==> src/rtl/cfu_issue_if.sv <==
`default_nettype none
// +----------------------------------------------------------------------+
// | cfu_issue_if                                                          |
// | Pipeline-side instruction, CFU command/response and writeback bundle. |
// | Rev 1.0 - initial release                                             |
// +----------------------------------------------------------------------+
interface cfu_issue_if #(
  parameter int XLEN   = 32,
  parameter int CTRL_W = 11
);
  logic              inst_valid_i;
  logic [CTRL_W-1:0] inst_ctrl_i;
  logic [XLEN-1:0]   rs1_i;
  logic [XLEN-1:0]   rs2_i;
  logic [4:0]        rd_i;
  logic              pipe_stall_o;
  logic              cfu_valid_o;
  logic [CTRL_W-1:0] cfu_ctrl_o;
  logic [XLEN-1:0]   cfu_src1_o;
  logic [XLEN-1:0]   cfu_src2_o;
  logic              cfu_stall_i;
  logic [XLEN-1:0]   cfu_rslt_i;
  logic              wb_valid_o;
  logic [4:0]        wb_rd_o;
  logic [XLEN-1:0]   wb_data_o;
  logic              err_o;

  // Issue unit side
  modport slave (
    input  inst_valid_i, inst_ctrl_i, rs1_i, rs2_i, rd_i, cfu_stall_i, cfu_rslt_i,
    output pipe_stall_o, cfu_valid_o, cfu_ctrl_o, cfu_src1_o, cfu_src2_o,
           wb_valid_o, wb_rd_o, wb_data_o, err_o
  );

  // Pipeline / CFU side
  modport master (
    output inst_valid_i, inst_ctrl_i, rs1_i, rs2_i, rd_i, cfu_stall_i, cfu_rslt_i,
    input  pipe_stall_o, cfu_valid_o, cfu_ctrl_o, cfu_src1_o, cfu_src2_o,
           wb_valid_o, wb_rd_o, wb_data_o, err_o
  );
endinterface
`default_nettype wire

==> src/rtl/cfu_issue.sv <==
`default_nettype none
// +----------------------------------------------------------------------+
// | cfu_issue                                                             |
// | Issues one custom-function-unit command, waits for it, writes back.   |
// | Rev 1.0 - initial release                                             |
// +----------------------------------------------------------------------+
module cfu_issue #(
  parameter int XLEN    = 32,
  parameter int CTRL_W  = 11,
  parameter int TIMEOUT = 255
) (
  input  logic        clk_i,
  input  logic        rst_i,
  cfu_issue_if.slave  bus
);

  typedef enum logic [1:0] {IDLE, ISSUE, WAIT, DONE} state_t;

  localparam logic [7:0] c_TIMEOUT = TIMEOUT[7:0];

  state_t            r_state;
  logic [7:0]        r_cnt;
  logic              r_cfu_valid;
  logic [CTRL_W-1:0] r_ctrl;
  logic [XLEN-1:0]   r_src1;
  logic [XLEN-1:0]   r_src2;
  logic [4:0]        r_rd;
  logic              r_wb_valid;
  logic [XLEN-1:0]   r_wb_data;
  logic              r_err;
  logic              w_accept;

  assign w_accept = (r_state == IDLE) && bus.inst_valid_i && bus.inst_ctrl_i[0];

  always_ff @(posedge clk_i or posedge rst_i) begin
    if (rst_i) begin
      r_state     <= IDLE;
      r_cnt       <= 8'd0;
      r_cfu_valid <= 1'b0;
      r_ctrl      <= '0;
      r_src1      <= '0;
      r_src2      <= '0;
      r_rd        <= 5'd0;
      r_wb_valid  <= 1'b0;
      r_wb_data   <= '0;
      r_err       <= 1'b0;
    end else begin
      r_cfu_valid <= 1'b0;
      r_wb_valid  <= 1'b0;
      r_err       <= 1'b0;
      case (r_state)
        IDLE: begin
          if (w_accept) begin
            r_ctrl      <= bus.inst_ctrl_i;
            r_src1      <= bus.rs1_i;
            r_src2      <= bus.rs2_i;
            r_rd        <= bus.rd_i;
            r_cfu_valid <= 1'b1;
            r_state     <= ISSUE;
          end
        end
        ISSUE: r_state <= WAIT;
        WAIT: begin
          if (!bus.cfu_stall_i) begin
            r_wb_data  <= bus.cfu_rslt_i;
            r_wb_valid <= 1'b1;
            r_state    <= DONE;
          end else if (r_cnt == c_TIMEOUT) begin
            // A hung CFU still retires the instruction, with zero data and an error flag
            r_wb_data  <= '0;
            r_wb_valid <= 1'b1;
            r_err      <= 1'b1;
            r_state    <= DONE;
          end else begin
            r_cnt <= r_cnt + 8'd1;
          end
        end
        DONE: begin
          r_cnt   <= 8'd0;
          r_state <= IDLE;
        end
        default: r_state <= IDLE;
      endcase
    end
  end

  // Stall must rise in the accept cycle itself so the pipeline holds the operands
  assign bus.pipe_stall_o = (r_state == ISSUE) || (r_state == WAIT) || w_accept;
  assign bus.cfu_valid_o  = r_cfu_valid;
  assign bus.cfu_ctrl_o   = r_ctrl;
  assign bus.cfu_src1_o   = r_src1;
  assign bus.cfu_src2_o   = r_src2;
  assign bus.wb_valid_o   = r_wb_valid;
  assign bus.wb_rd_o      = r_rd;
  assign bus.wb_data_o    = r_wb_data;
  assign bus.err_o        = r_err;

endmodule
`default_nettype wire
==> src/flat_wrapper.sv <==
// flat-port wrapper written by rule: the top's interface ports become plain ports
module cfu_issue_flat 
#(
  parameter int XLEN    = 32,
  parameter int CTRL_W  = 11,
  parameter int TIMEOUT = 255
)
  (clk_i, rst_i, bus_inst_valid_i, bus_inst_ctrl_i, bus_rs1_i, bus_rs2_i, bus_rd_i, bus_cfu_stall_i, bus_cfu_rslt_i, bus_pipe_stall_o, bus_cfu_valid_o, bus_cfu_ctrl_o, bus_cfu_src1_o, bus_cfu_src2_o, bus_wb_valid_o, bus_wb_rd_o, bus_wb_data_o, bus_err_o);
  cfu_issue_if #(.XLEN(XLEN), .CTRL_W(CTRL_W)) bus_i ();
  input  logic clk_i;
  input  logic rst_i;
  input wire logic [$bits(bus_i.inst_valid_i)-1:0] bus_inst_valid_i;
  input wire logic [$bits(bus_i.inst_ctrl_i)-1:0] bus_inst_ctrl_i;
  input wire logic [$bits(bus_i.rs1_i)-1:0] bus_rs1_i;
  input wire logic [$bits(bus_i.rs2_i)-1:0] bus_rs2_i;
  input wire logic [$bits(bus_i.rd_i)-1:0] bus_rd_i;
  input wire logic [$bits(bus_i.cfu_stall_i)-1:0] bus_cfu_stall_i;
  input wire logic [$bits(bus_i.cfu_rslt_i)-1:0] bus_cfu_rslt_i;
  output wire logic [$bits(bus_i.pipe_stall_o)-1:0] bus_pipe_stall_o;
  output wire logic [$bits(bus_i.cfu_valid_o)-1:0] bus_cfu_valid_o;
  output wire logic [$bits(bus_i.cfu_ctrl_o)-1:0] bus_cfu_ctrl_o;
  output wire logic [$bits(bus_i.cfu_src1_o)-1:0] bus_cfu_src1_o;
  output wire logic [$bits(bus_i.cfu_src2_o)-1:0] bus_cfu_src2_o;
  output wire logic [$bits(bus_i.wb_valid_o)-1:0] bus_wb_valid_o;
  output wire logic [$bits(bus_i.wb_rd_o)-1:0] bus_wb_rd_o;
  output wire logic [$bits(bus_i.wb_data_o)-1:0] bus_wb_data_o;
  output wire logic [$bits(bus_i.err_o)-1:0] bus_err_o;
  assign bus_i.inst_valid_i = bus_inst_valid_i;
  assign bus_i.inst_ctrl_i = bus_inst_ctrl_i;
  assign bus_i.rs1_i = bus_rs1_i;
  assign bus_i.rs2_i = bus_rs2_i;
  assign bus_i.rd_i = bus_rd_i;
  assign bus_i.cfu_stall_i = bus_cfu_stall_i;
  assign bus_i.cfu_rslt_i = bus_cfu_rslt_i;
  assign bus_pipe_stall_o = bus_i.pipe_stall_o;
  assign bus_cfu_valid_o = bus_i.cfu_valid_o;
  assign bus_cfu_ctrl_o = bus_i.cfu_ctrl_o;
  assign bus_cfu_src1_o = bus_i.cfu_src1_o;
  assign bus_cfu_src2_o = bus_i.cfu_src2_o;
  assign bus_wb_valid_o = bus_i.wb_valid_o;
  assign bus_wb_rd_o = bus_i.wb_rd_o;
  assign bus_wb_data_o = bus_i.wb_data_o;
  assign bus_err_o = bus_i.err_o;
  cfu_issue #(.XLEN(XLEN), .CTRL_W(CTRL_W), .TIMEOUT(TIMEOUT)) u_core (.clk_i(clk_i), .rst_i(rst_i), .bus(bus_i));
endmodule
==> config.mk <==
export PLATFORM = sky130hd
export DESIGN_NAME = cfu_issue_flat
export DESIGN_NICKNAME = d
export VERILOG_FILES = /design/src/rtl/cfu_issue_if.sv /design/src/rtl/cfu_issue.sv /design/src/flat_wrapper.sv
export SDC_FILE = /design/constraint.sdc
export NUM_CORES = 1
export LEC_CHECK = 0
export CORE_AREA = 3 3 113 115
export DETAILED_ROUTE_END_ITERATION = 10
export DIE_AREA = 0 0 116 118
export PLACE_DENSITY = 0.79
export SLEW_MARGIN = 20
export SYNTH_ARGS = -nofsm -noshare
export SYNTH_HDL_FRONTEND = slang
export SYNTH_SLANG_ARGS = --single-unit
==> constraint.sdc <==
create_clock -name clk_i -period 5 [get_ports clk_i]
set_input_delay 0.75 -clock clk_i [delete_from_list [all_inputs] [get_ports clk_i]]
set_output_delay 0.75 -clock clk_i [all_outputs]
set_load 0.1 [all_outputs]
[Word level (Yosys, flattened, before mapping)]
Index checks and enable logic that the tools add are counted.
Storage, ports and cells
  register bits: 125
  input port bits: 116
  output and inout port bits: 116
  logic and storage cells: 46
Cells by class
  add/sub/neg operators: 1
  equality and inequality tests: 9
  muxes and demuxes: 16
  reductions and logical operators: 10
Operators by type and width (count)
  two-way mux 32 bit: 2
  two-way mux 8 bit: 2
  case mux 8 bit (2 select lines): 1
  adder 8 x 1 -> 8 bit (second input constant): 1
  equality test 8 bit (second input constant): 1
  case mux 2 bit (4 select lines): 1
  two-way mux 1 bit: 7
  two-way mux 2 bit: 3
  AND reduction 2 bit: 3
  equality test 2 bit (second input constant): 2
  != test 2 x 1 -> 1 bit (second input constant): 2
  != test 2 bit (second input constant): 2
  != test 3 x 2 -> 1 bit (second input constant): 1
  AND reduction 3 bit: 1
  equality test 2 x 1 -> 1 bit (second input constant): 1
  logical AND 1 bit: 2
  logical NOT 2 bit: 1
  logical OR 1 bit: 2
  nonzero test 2 bit: 1

[Longest topological paths before layout]
Gate-level depths: netlist (run 1).
  depth in word-level cells: 5
  mapped depth: 8
  gate-level depth less buffers: 8

[Worst setup path before layout (run 1)]
OpenSTA, ideal clock, no wires.
  kind: input-to-output
  start point: input port bus_inst_ctrl_i[0]
  end point: output port bus_pipe_stall_o
  data arrival time: 1.637 ns
  data required time: 4.250 ns
  setup slack: 2.613 ns
  stages on the path: 2
  path buffers: 0
  cells stage by stage: nand3_1 > nand2b_1
On the way
  longest elaborated chain between the ends: 2
RTL lines
  start, declared: RTL line flat_wrapper.sv:13  | input wire logic [$bits(bus_i.inst_ctrl_i)-1:0] bus_inst_ctrl_i;
  logical AND 1 bit: RTL line cfu_issue.sv:33  | assign w_accept = (r_state == IDLE) && bus.inst_valid_i && bus.inst_ctrl_i[0];
  logical OR 1 bit: RTL line cfu_issue.sv:88  | assign bus.pipe_stall_o = (r_state == ISSUE) || (r_state == WAIT) || w_accept;
  end, declared: RTL line flat_wrapper.sv:19  | output wire logic [$bits(bus_i.pipe_stall_o)-1:0] bus_pipe_stall_o;
No other way between the ends.

[Worst setup path in the final report (run 1)]
Ends and elaborated chain as after synthesis.

==> flow_metrics.py, run 1 <==
metrics = {
    "sta": {
        "fin_skew_ns": 0.00931,
        "fmax_mhz": 294,
        "grt_setup_unrepaired": "false",
        "finalCritPeriodShare": 0.680,
        "period_needed_ns": 3.40,
        "tns_ns": 0,
        "timing.slew.headroom": 0.312,
        "finalMaxSlewViolations": 0,
        "worstMarginPinSlew_ns": 1.03,
        "hold_viol_final": 0,
        "setup_violations": 0,
    },
    "finish": {
        "nFillCells": 909,
        "drive_gt1_frac": 0.208,
        "area_growth_pct": 62.4,
        "final_util": 0.659,
        "antenna_cells": 0,
        "area.sequential_um2": 3130,
        "multiInputGateArea_um2": 1590,
        "final_nets": 681,
    },
    "cts": {
        "clock_path_buffers": 2,
        "hold_buffers": 0,
        "cts_setup_buffers": 0,
        "cts_tree": "yes",
        "numCtsBuffers": 17,
        "cts_resized": 0,
        "clk_pin_slew_ns": 0.05,
        "ctsHtreeMaxLevel": 4,
        "cts_sinks": 125,
        "cts-root-buf": "clkbuf_16",
        "clkLatencyLatePin_ns": 0.40,
    },
    "worst_setup_path": {
        "arrival_ns": 2.65,
        "r2r-end": "u_core.r_cnt[2]$_DFFE_PP0P_",
        "reg2reg_slack_ns": 2.51,
        "r2r-start": "u_core.r_state[0]$_DFFE_PP0P_",
        "reg2regPathDepth": 9,
        "crit_start": "bus_inst_ctrl_i[0]",
        "worstSetupPathType": "input pin to primary output",
        "critPathMaxFanout": 4,
        "cp-end-kind": "primary output",
        "worst_ep_required_time_ns": 4.25,
        "cp-start-kind": "input pin",
    },
    "global_routing": {
        "overflow": 0,
        "grt_pass1_wl_mm": 20.2,
        "grt_max_degree": 46,
        "grt_antenna_before_repair": 0,
        "grt_pass1_vias": 3852,
        "track_usage": 0.191,
    },
    "hold_path": {
        "hold_path_startpoint": "u_core.bus.cfu_ctrl_o[0]$_DFFE_PP0P_",
        "holdPathStages": 1,
        "min-delay-path-class": "flip-flop to flip-flop",
        "worstHoldEndpoint": "u_core.bus.cfu_ctrl_o[0]$_DFFE_PP0P_",
    },
    "run_status": {
        "status": "finished clean",
    },
    "floorplanning": {
        "ioPinCount": 232,
        "die_x_um": 116,
        "die_area_um2": 13700,
        "fp-row-count": 40,
        "initial_core_util": 0.406,
        "coreArea_um2": 11900,
        "die_h_um": 118,
    },
    "detailed_routing": {
        "drc": 0,
        "drtAntennaViolNets": 0,
        "num_vias": 3609,
        "routed.top_layer": "met4",
        "m1WireLength_mm": 5.06,
        "wl_met3_mm": 1.01,
        "dr_wl_met2_mm": 6.77,
        "first_pass_iters": 4,
        "viasPerCell": 5.01,
        "drt-initial-drc-count": 213,
        "wl_per_cell_um": 18.3,
        "wirelength_mm": 13.1,
    },
    "yosys": {
        "synth_warnings": 0,
        "synth_nets": 441,
        "synth_cell_types": 38,
        "synth_most_common_cell": "dfrtp_1",
        "synthTopCellsByCount": "dfrtp_1 (125), mux2_2 (79), a22o_1 (33)",
        "yosys_register_bits": 125,
        "netlist.area_leader.share": 0.648,
        "synth_flop_cell": "dfrtp_1",
        "syn_inst": 321,
        "synth_seq_area_share": 0.648,
        "ys_top_cells_by_area": "dfrtp_1 (65%), mux2_2 (18%), a22o_1 (6.0%), buf_2 (1.2%), ha_1 (1.0%)",
        "synth_edf_count": 0,
        "syn_area_per_cell_um2": 15.0,
        "synth_top_area_cell": "dfrtp_1",
        "syn-cell-area_um2": 4830,
        "async_reset_ff_frac": 1.00,
    },
    "placement": {
        "dp_hpwl_mm": 9.60,
        "gp_congestion": 0.830,
        "portBuffers": 231,
    },
    "job": {
        "maxCapViolCount": 0,
    },
}
[cell usage in the layout, fill, tap and decap left out, types with 2 or more instances in the layout]
| cell | count |
|---|---|
| nor2_2 | 2 |
| clkbuf_1 | 6 |
| clkbuf_16 | 17 |
| o21ai_0 | 8 |
| nand2_1 | 5 |
| inv_1 | 7 |
| ha_1 | 4 |
| bufinv_16 | 2 |
| a21oi_1 | 3 |
| nand2b_1 | 2 |
| nor2_1 | 2 |
| clkinvlp_4 | 2 |
| clkdlybuf4s50_1 | 231 |
| o211ai_1 | 3 |
| a22o_1 | 33 |
| mux2_2 | 79 |
| clkinv_2 | 3 |
| xor2_1 | 3 |
| buf_4 | 6 |
| nor3_1 | 2 |
| dfrtp_1 | 125 |
| nand3_1 | 7 |
[metal layers]
layer	vias to the layer above	track usage
met4	0	0.0812
met1	1763	0.220
met5	-	0
li1	1648	-
met3	25	0.0550
met2	173	0.328
[worst max path at each step]
stage / end / slack (ns) / cells past startpoint
4_1_cts: bus_pipe_stall_o / 1.59 / 4
3_3_place_gp: bus_pipe_stall_o / 1.64 / 4
2_1_floorplan: u_core.bus.cfu_ctrl_o[0]$_DFFE_PP0P_ / 0.92 / 1
3_5_place_dp: bus_pipe_stall_o / 1.59 / 4
5_1_grt: bus_pipe_stall_o / 1.55 / 4
6_report: bus_pipe_stall_o / 1.60 / 4
[metrics by stage]
step                      setup WS (ns)  std cells  instance area (um2)  hold WS, ns
after floorplan                   0.922        321                 4830        0.503
after global placement             1.64        689                 7290        0.455
after detailed placement           1.59        689                 7290        0.465
after CTS                          1.59        720                 7850        0.478
after global routing               1.55        720                 7850        0.502
final                              1.60        720                 7850        0.475
[cell families (layout without fill, tap and decap cells)]
logic type | Yosys count | count (layout) | synth area share
flops | 125 | 125 | 0.648
mux | 81 | 81 | 0.189
compound gates | 53 | 53 | 0.0875
simple gates | 30 | 30 | 0.0370
buf+inv | 25 | 277 | 0.0236
fa+ha+maj | 4 | 4 | 0.0104
xor+xnor | 3 | 3 | 0.00544
[worst max-delay path: stages]
cell	delay (ns)
clkdlybuf4s50_1	0.47
nand3_1	0.17
nand2b_1	0.12
clkdlybuf4s50_1	1.13
[sequential cells by signal, summed over array words and instances, names as in the netlist]
name / cells
u_core.bus.cfu_ctrl_o: 11
u_core.bus.cfu_src1_o: 32
u_core.bus.cfu_src2_o: 32
u_core.bus.cfu_valid_o: 1
u_core.bus.err_o: 1
u_core.bus.wb_data_o: 32
u_core.bus.wb_rd_o: 5
u_core.bus.wb_valid_o: 1
u_core.r_cnt: 8
u_core.r_state: 2
[final cells by class]
class / count / area share
timing repair buffer: 237 / 0.300
tap: 147 / 0.0234
sequential: 125 / 0.399
clock inverter: 7 / 0.0115
inverter: 9 / 0.00462
multi-input combinational: 171 / 0.203
clock buffer: 24 / 0.0588
Power of run 1 is left out: the tool's default activity adds up to more than one toggle a clock period on the data nets, which glitch-free logic cannot reach.
==> inputs of run 2 (changes only) <==
- clock period: 5 -> 3.4 ns (I/O delays scaled with it)
==> run 2 against run 1 <==
Net effect:
- non-clock buffer count is the same
- worst hold slack better by 0.0072 ns
- worst setup slack got worse by 0.66 ns
- routed wire length is essentially flat
- count of clock-buffer cells in the layout increased by 4
- core utilization up 0.91 points
- final cell count up 0.14%
- sequential cell count did not move
- critical path type is now flip-flop to primary output
- critical endpoint is now bus_wb_data_o[5]
- largest cell class unchanged
- highest routed layer unchanged
==> flow_metrics.py, run 2 (synthesis gave the netlist of run 1 again) <==
metrics = {
    "global_routing": {
        "grt_pass1_vias": 3891,
        "grt_max_degree": 81,
        "track_usage": 0.195,
        "grt_pass1_wl_mm": 20.4,
        "grt_antenna_before_repair": 0,
        "overflow": 0,
    },
    "sta": {
        "finalCritPeriodShare": 0.724,
        "worstMarginPinSlew_ns": 1.02,
        "grt_setup_unrepaired": "false",
        "timing.slew.headroom": 0.315,
        "period_needed_ns": 2.46,
        "finalMaxSlewViolations": 0,
        "hold_viol_final": 0,
        "tns_ns": 0,
        "setup_violations": 0,
        "timing.final.ws_setup_ns": 0.939,
        "fmax_mhz": 406,
        "fin_skew_ns": 0.00403,
    },
    "worst_setup_path": {
        "slowest_delay_ns": 1.18,
        "path_delay_family": "buffers and inverters",
        "crit_path_top_delay_cell": "clkdlybuf4s50_1",
        "worst_ep_required_time_ns": 2.89,
        "arrival_ns": 1.95,
        "crit_path_cell_trace": "clkdlybuf4s50_1",
        "cp-end-kind": "primary output",
        "cp_num_buf_inv": 1,
        "critPathMaxFanout": 2,
        "worstSetupPathType": "flip-flop to primary output",
        "cp-start-kind": "flip-flop",
    },
    "detailed_routing": {
        "wl_per_cell_um": 18.2,
        "drt-initial-drc-count": 171,
        "drc": 0,
        "first_pass_iters": 4,
        "viasPerCell": 4.96,
        "num_vias": 3578,
        "drtAntennaViolNets": 0,
        "wirelength_mm": 13.1,
    },
    "hold_path": {
        "min-delay-path-class": "flip-flop to flip-flop",
    },
    "finish": {
        "area_growth_pct": 64.7,
        "antenna_cells": 0,
        "final_common_cell": "clkdlybuf4s50_1",
        "drive_gt1_frac": 0.220,
        "final_cell_mix": "clkdlybuf4s50_1 (229), dfrtp_1 (125), mux2_2 (79)",
        "final_nets": 681,
    },
    "floorplanning": {
        "coreArea_um2": 11900,
        "fp-row-count": 40,
        "die_h_um": 118,
        "ioPinCount": 232,
        "initial_core_util": 0.406,
        "die_x_um": 116,
        "die_area_um2": 13700,
    },
    "placement": {
        "portBuffers": 231,
        "dp_slack_ns": 1.24,
        "dp_hpwl_mm": 9.60,
        "gp_congestion": 0.842,
    },
    "run_status": {
        "status": "finished clean",
    },
    "cts": {
        "clk_pin_slew_ns": 0.05,
        "hold_buffers": 0,
        "clkLatencyLatePin_ns": 0.41,
        "cts_setup_buffers": 0,
        "ctsHtreeMaxLevel": 4,
        "cts_resized": 0,
        "cts_sinks": 125,
        "clock_path_buffers": 2,
        "cts_tree": "yes",
        "cts-root-buf": "clkbuf_16",
        "numCtsBuffers": 17,
    },
    "job": {
        "maxCapViolCount": 0,
    },
}
-- run 2: cell count changes in the layout (fill, tap and decap cells not counted), moves of 2 or more --
cell	before	now
clkbuf_8	1	9
clkdlybuf4s50_1	231	229
clkinv_2	3	1
clkbuf_1	6	2
-- run 2: path summary, 6_finish.rpt --
kind,depth (start not counted),slack [ns],start,to
worst min register to register,1,0.48,u_core.bus.cfu_ctrl_o[0]$_DFFE_PP0P_,u_core.bus.cfu_ctrl_o[0]$_DFFE_PP0P_
worst max register to register,6,1.48,u_core.r_state[0]$_DFFE_PP0P_,u_core.bus.cfu_src1_o[24]$_DFFE_PP0P_
worst min-delay path,1,0.48,u_core.bus.cfu_ctrl_o[0]$_DFFE_PP0P_,u_core.bus.cfu_ctrl_o[0]$_DFFE_PP0P_
min in group asynchronous,3,0.69,rst_i,u_core.bus.cfu_ctrl_o[10]$_DFFE_PP0P_
worst max-delay path,1,0.94,u_core.bus.wb_data_o[5]$_DFFE_PP0P_,bus_wb_data_o[5]
max in group asynchronous,3,2.09,rst_i,u_core.bus.wb_data_o[25]$_DFFE_PP0P_
-- run 2: area by class of cell --
type / count / area (um2)
Sequential cell: 125 / 3130
Fill cell: 881 / 3960
Timing Repair Buffer: 237 / 2360
Clock inverter: 4 / 95.1
Tap cell: 147 / 184
Clock buffer: 28 / 557
Inverter: 9 / 37.5
Multi-Input combinational cell: 171 / 1590
-- run 2: worst reg2reg max path: stages (launching register included) --
cell and delay (ns):
dfrtp_1 0.39, inv_1 0.09, ha_1 0.22, nand3_1 0.18, inv_2 0.11, buf_12 0.34
mux2_2 0.47
-- run 2: layer usage --
layer	global-route usage	vias to the layer above	part of all wire
met5	0	-	0
met4	0.0761	0	0.021
met3	0.0704	23	0.083
met2	0.342	168	0.53
met1	0.210	1738	0.37
li1	-	1649	-
-- run 2: through the flow --
step	instances	util	hold WS (ns)	area, um2
after floorplan	321	-	0.503	4830
after global placement	689	0.613	0.457	7300
after detailed placement	689	0.613	0.474	7300
after CTS	721	0.668	0.489	7960
after global routing	721	0.668	0.516	7960
final	721	0.668	0.482	7960
Power of run 2 is left out for the same reason.
==> inputs of run 3 (changes only) <==
- CORE_AREA: 3 3 113 115 -> 3 3 119 121
- DIE_AREA: 0 0 116 118 -> 0 0 122 124
- PLACE_DENSITY: 0.79 -> 0.75
- clock period: 3.4 -> 2.19 ns (I/O delays scaled with it)
==> run 3 against run 2 <==
Net effect:
- die area increased by 11%
- design area shrank 3.5%
- routed wire length down 6.7%
- critical path type unchanged
- worst setup slack worse by 0.75 ns
- sequential share of layout area is 1.4 points higher
==> flow_metrics.py, run 3 (synthesis gave the netlist of run 1 again) <==
metrics = {
    "detailed_routing": {
        "drt-initial-drc-count": 151,
        "wl_per_cell_um": 16.4,
        "viasPerCell": 4.80,
        "drtAntennaViolNets": 0,
        "first_pass_iters": 4,
        "drc": 0,
        "m1WireLength_mm": 4.53,
        "wirelength_mm": 12.3,
        "dr_wl_met2_mm": 6.35,
        "wl_met3_mm": 1.17,
        "routed.top_layer": "met4",
        "num_vias": 3587,
    },
    "floorplanning": {
        "die_area_um2": 15100,
        "die_h_um": 124,
        "ioPinCount": 232,
        "coreArea_um2": 13200,
        "fp-row-count": 42,
        "die_x_um": 122,
        "initial_core_util": 0.366,
    },
    "worst_setup_path": {
        "worstSetupPathType": "flip-flop to primary output",
        "worst_ep_required_time_ns": 1.86,
        "cp-end-kind": "primary output",
        "cp-start-kind": "flip-flop",
        "cp_num_buf_inv": 2,
        "path_delay_family": "flip-flops",
        "reg2reg_slack_ns": 0.32,
        "cp.depth": 5,
        "crit_path_top_delay_cell": "dfrtp_1",
        "crit_path_cell_trace": "inv_1 > ha_1 > nand3_1 > nand2b_1 > buf_12",
        "arrival_ns": 1.68,
        "reg2regPathDepth": 6,
        "critPathMaxFanout": 4,
        "slowest_delay_ns": 0.40,
    },
    "sta": {
        "grt_setup_unrepaired": "false",
        "fin_skew_ns": 0.00878,
        "finalCritPeriodShare": 0.915,
        "hold_viol_final": 0,
        "timing.final.ws_setup_ns": 0.186,
        "tns_ns": 0,
        "period_needed_ns": 2.00,
        "fmax_mhz": 499,
        "worstMarginPinSlew_ns": 0.354,
        "setup_violations": 0,
        "timing.slew.headroom": 0.764,
        "finalMaxSlewViolations": 0,
    },
    "run_status": {
        "status": "finished clean",
    },
    "global_routing": {
        "grt_max_degree": 69,
        "track_usage": 0.161,
        "overflow": 0,
        "grt_pass1_vias": 3819,
        "grt_antenna_before_repair": 0,
        "grt_pass1_wl_mm": 18.6,
    },
    "finish": {
        "final_cell_mix": "dfrtp_1 (125), buf_4 (118), clkdlybuf4s50_1 (115)",
        "area_growth_pct": 58.9,
        "final_common_cell": "dfrtp_1",
        "final_nets": 681,
        "fin_cells": 747,
        "nFillCells": 1059,
        "drive_gt1_frac": 0.417,
        "final_area_um2": 7670,
        "antenna_cells": 0,
    },
    "cts": {
        "numCtsBuffers": 17,
        "clock_path_buffers": 2,
        "cts-root-buf": "clkbuf_16",
        "clkLatencyLatePin_ns": 0.41,
        "cts_sinks": 125,
        "clk_pin_slew_ns": 0.05,
        "cts_setup_buffers": 0,
        "hold_buffers": 0,
        "cts_tree": "yes",
        "cts_resized": 0,
        "ctsHtreeMaxLevel": 4,
    },
    "placement": {
        "dp_hpwl_mm": 9.08,
        "placed_cell_area_um2": 7090,
        "dp_slack_ns": 0.244,
        "dp.cells": 718,
        "portBuffers": 231,
        "gp_congestion": 0.792,
    },
    "job": {
        "maxCapViolCount": 0,
    },
    "hold_path": {
        "min-delay-path-class": "input pin to asynchronous set/reset pin",
    },
}
[run 3: cell count changes in the layout (fill, tap and decap cells not counted)]
cell	before	now
clkinvlp_4	1	3
bufinv_16	3	2
buf_12	1	4
clkinv_2	1	2
clkbuf_8	9	5
clkbuf_1	2	1
clkdlybuf4s50_1	229	115
buf_4	7	118
[run 3: area by class of cell]
cell class / count / area, um2 / area share
clock buffer: 23 / 498 / 0.0649
tap: 176 / 220 / 0.0287
sequential: 125 / 3130 / 0.408
timing repair buffer: 237 / 2120 / 0.276
inverter: 9 / 37.5 / 0.00489
multi-input combinational: 171 / 1590 / 0.207
clock inverter: 6 / 85.1 / 0.0111
[run 3: tightest hold or removal path, delay by kind of cell]
kind / cells / cell delay [ns]
buf+inv: 3 / 0.87
[run 3: final timing paths]
path | from | to
setup / recovery | u_core.r_state[0]$_DFFE_PP0P_ | bus_pipe_stall_o
hold / removal | rst_i | u_core.bus.wb_data_o[18]$_DFFE_PP0P_
max in group asynchronous | rst_i | u_core.bus.cfu_src1_o[16]$_DFFE_PP0P_
setup reg to reg | u_core.r_state[0]$_DFFE_PP0P_ | u_core.bus.cfu_src2_o[0]$_DFFE_PP0P_
min in group clk_i | u_core.bus.cfu_ctrl_o[0]$_DFFE_PP0P_ | u_core.bus.cfu_ctrl_o[0]$_DFFE_PP0P_
hold reg to reg | u_core.bus.cfu_ctrl_o[0]$_DFFE_PP0P_ | u_core.bus.cfu_ctrl_o[0]$_DFFE_PP0P_
[run 3: metal layers]
metal	vias to the layer above	track usage
met3	21	0.0618
met4	0	0.0735
li1	1645	-
met1	1751	0.175
met2	170	0.279
met5	-	0
[run 3: per-stage QoR]
stage / hold WS [ns] / utilization
CTS: 0.416 / 0.582
floorplan: 0.468 / -
detailed placement: 0.466 / 0.538
finish: 0.410 / 0.582
global placement: 0.466 / 0.538
global route: 0.436 / 0.582
Power of run 3 is left out for the same reason.
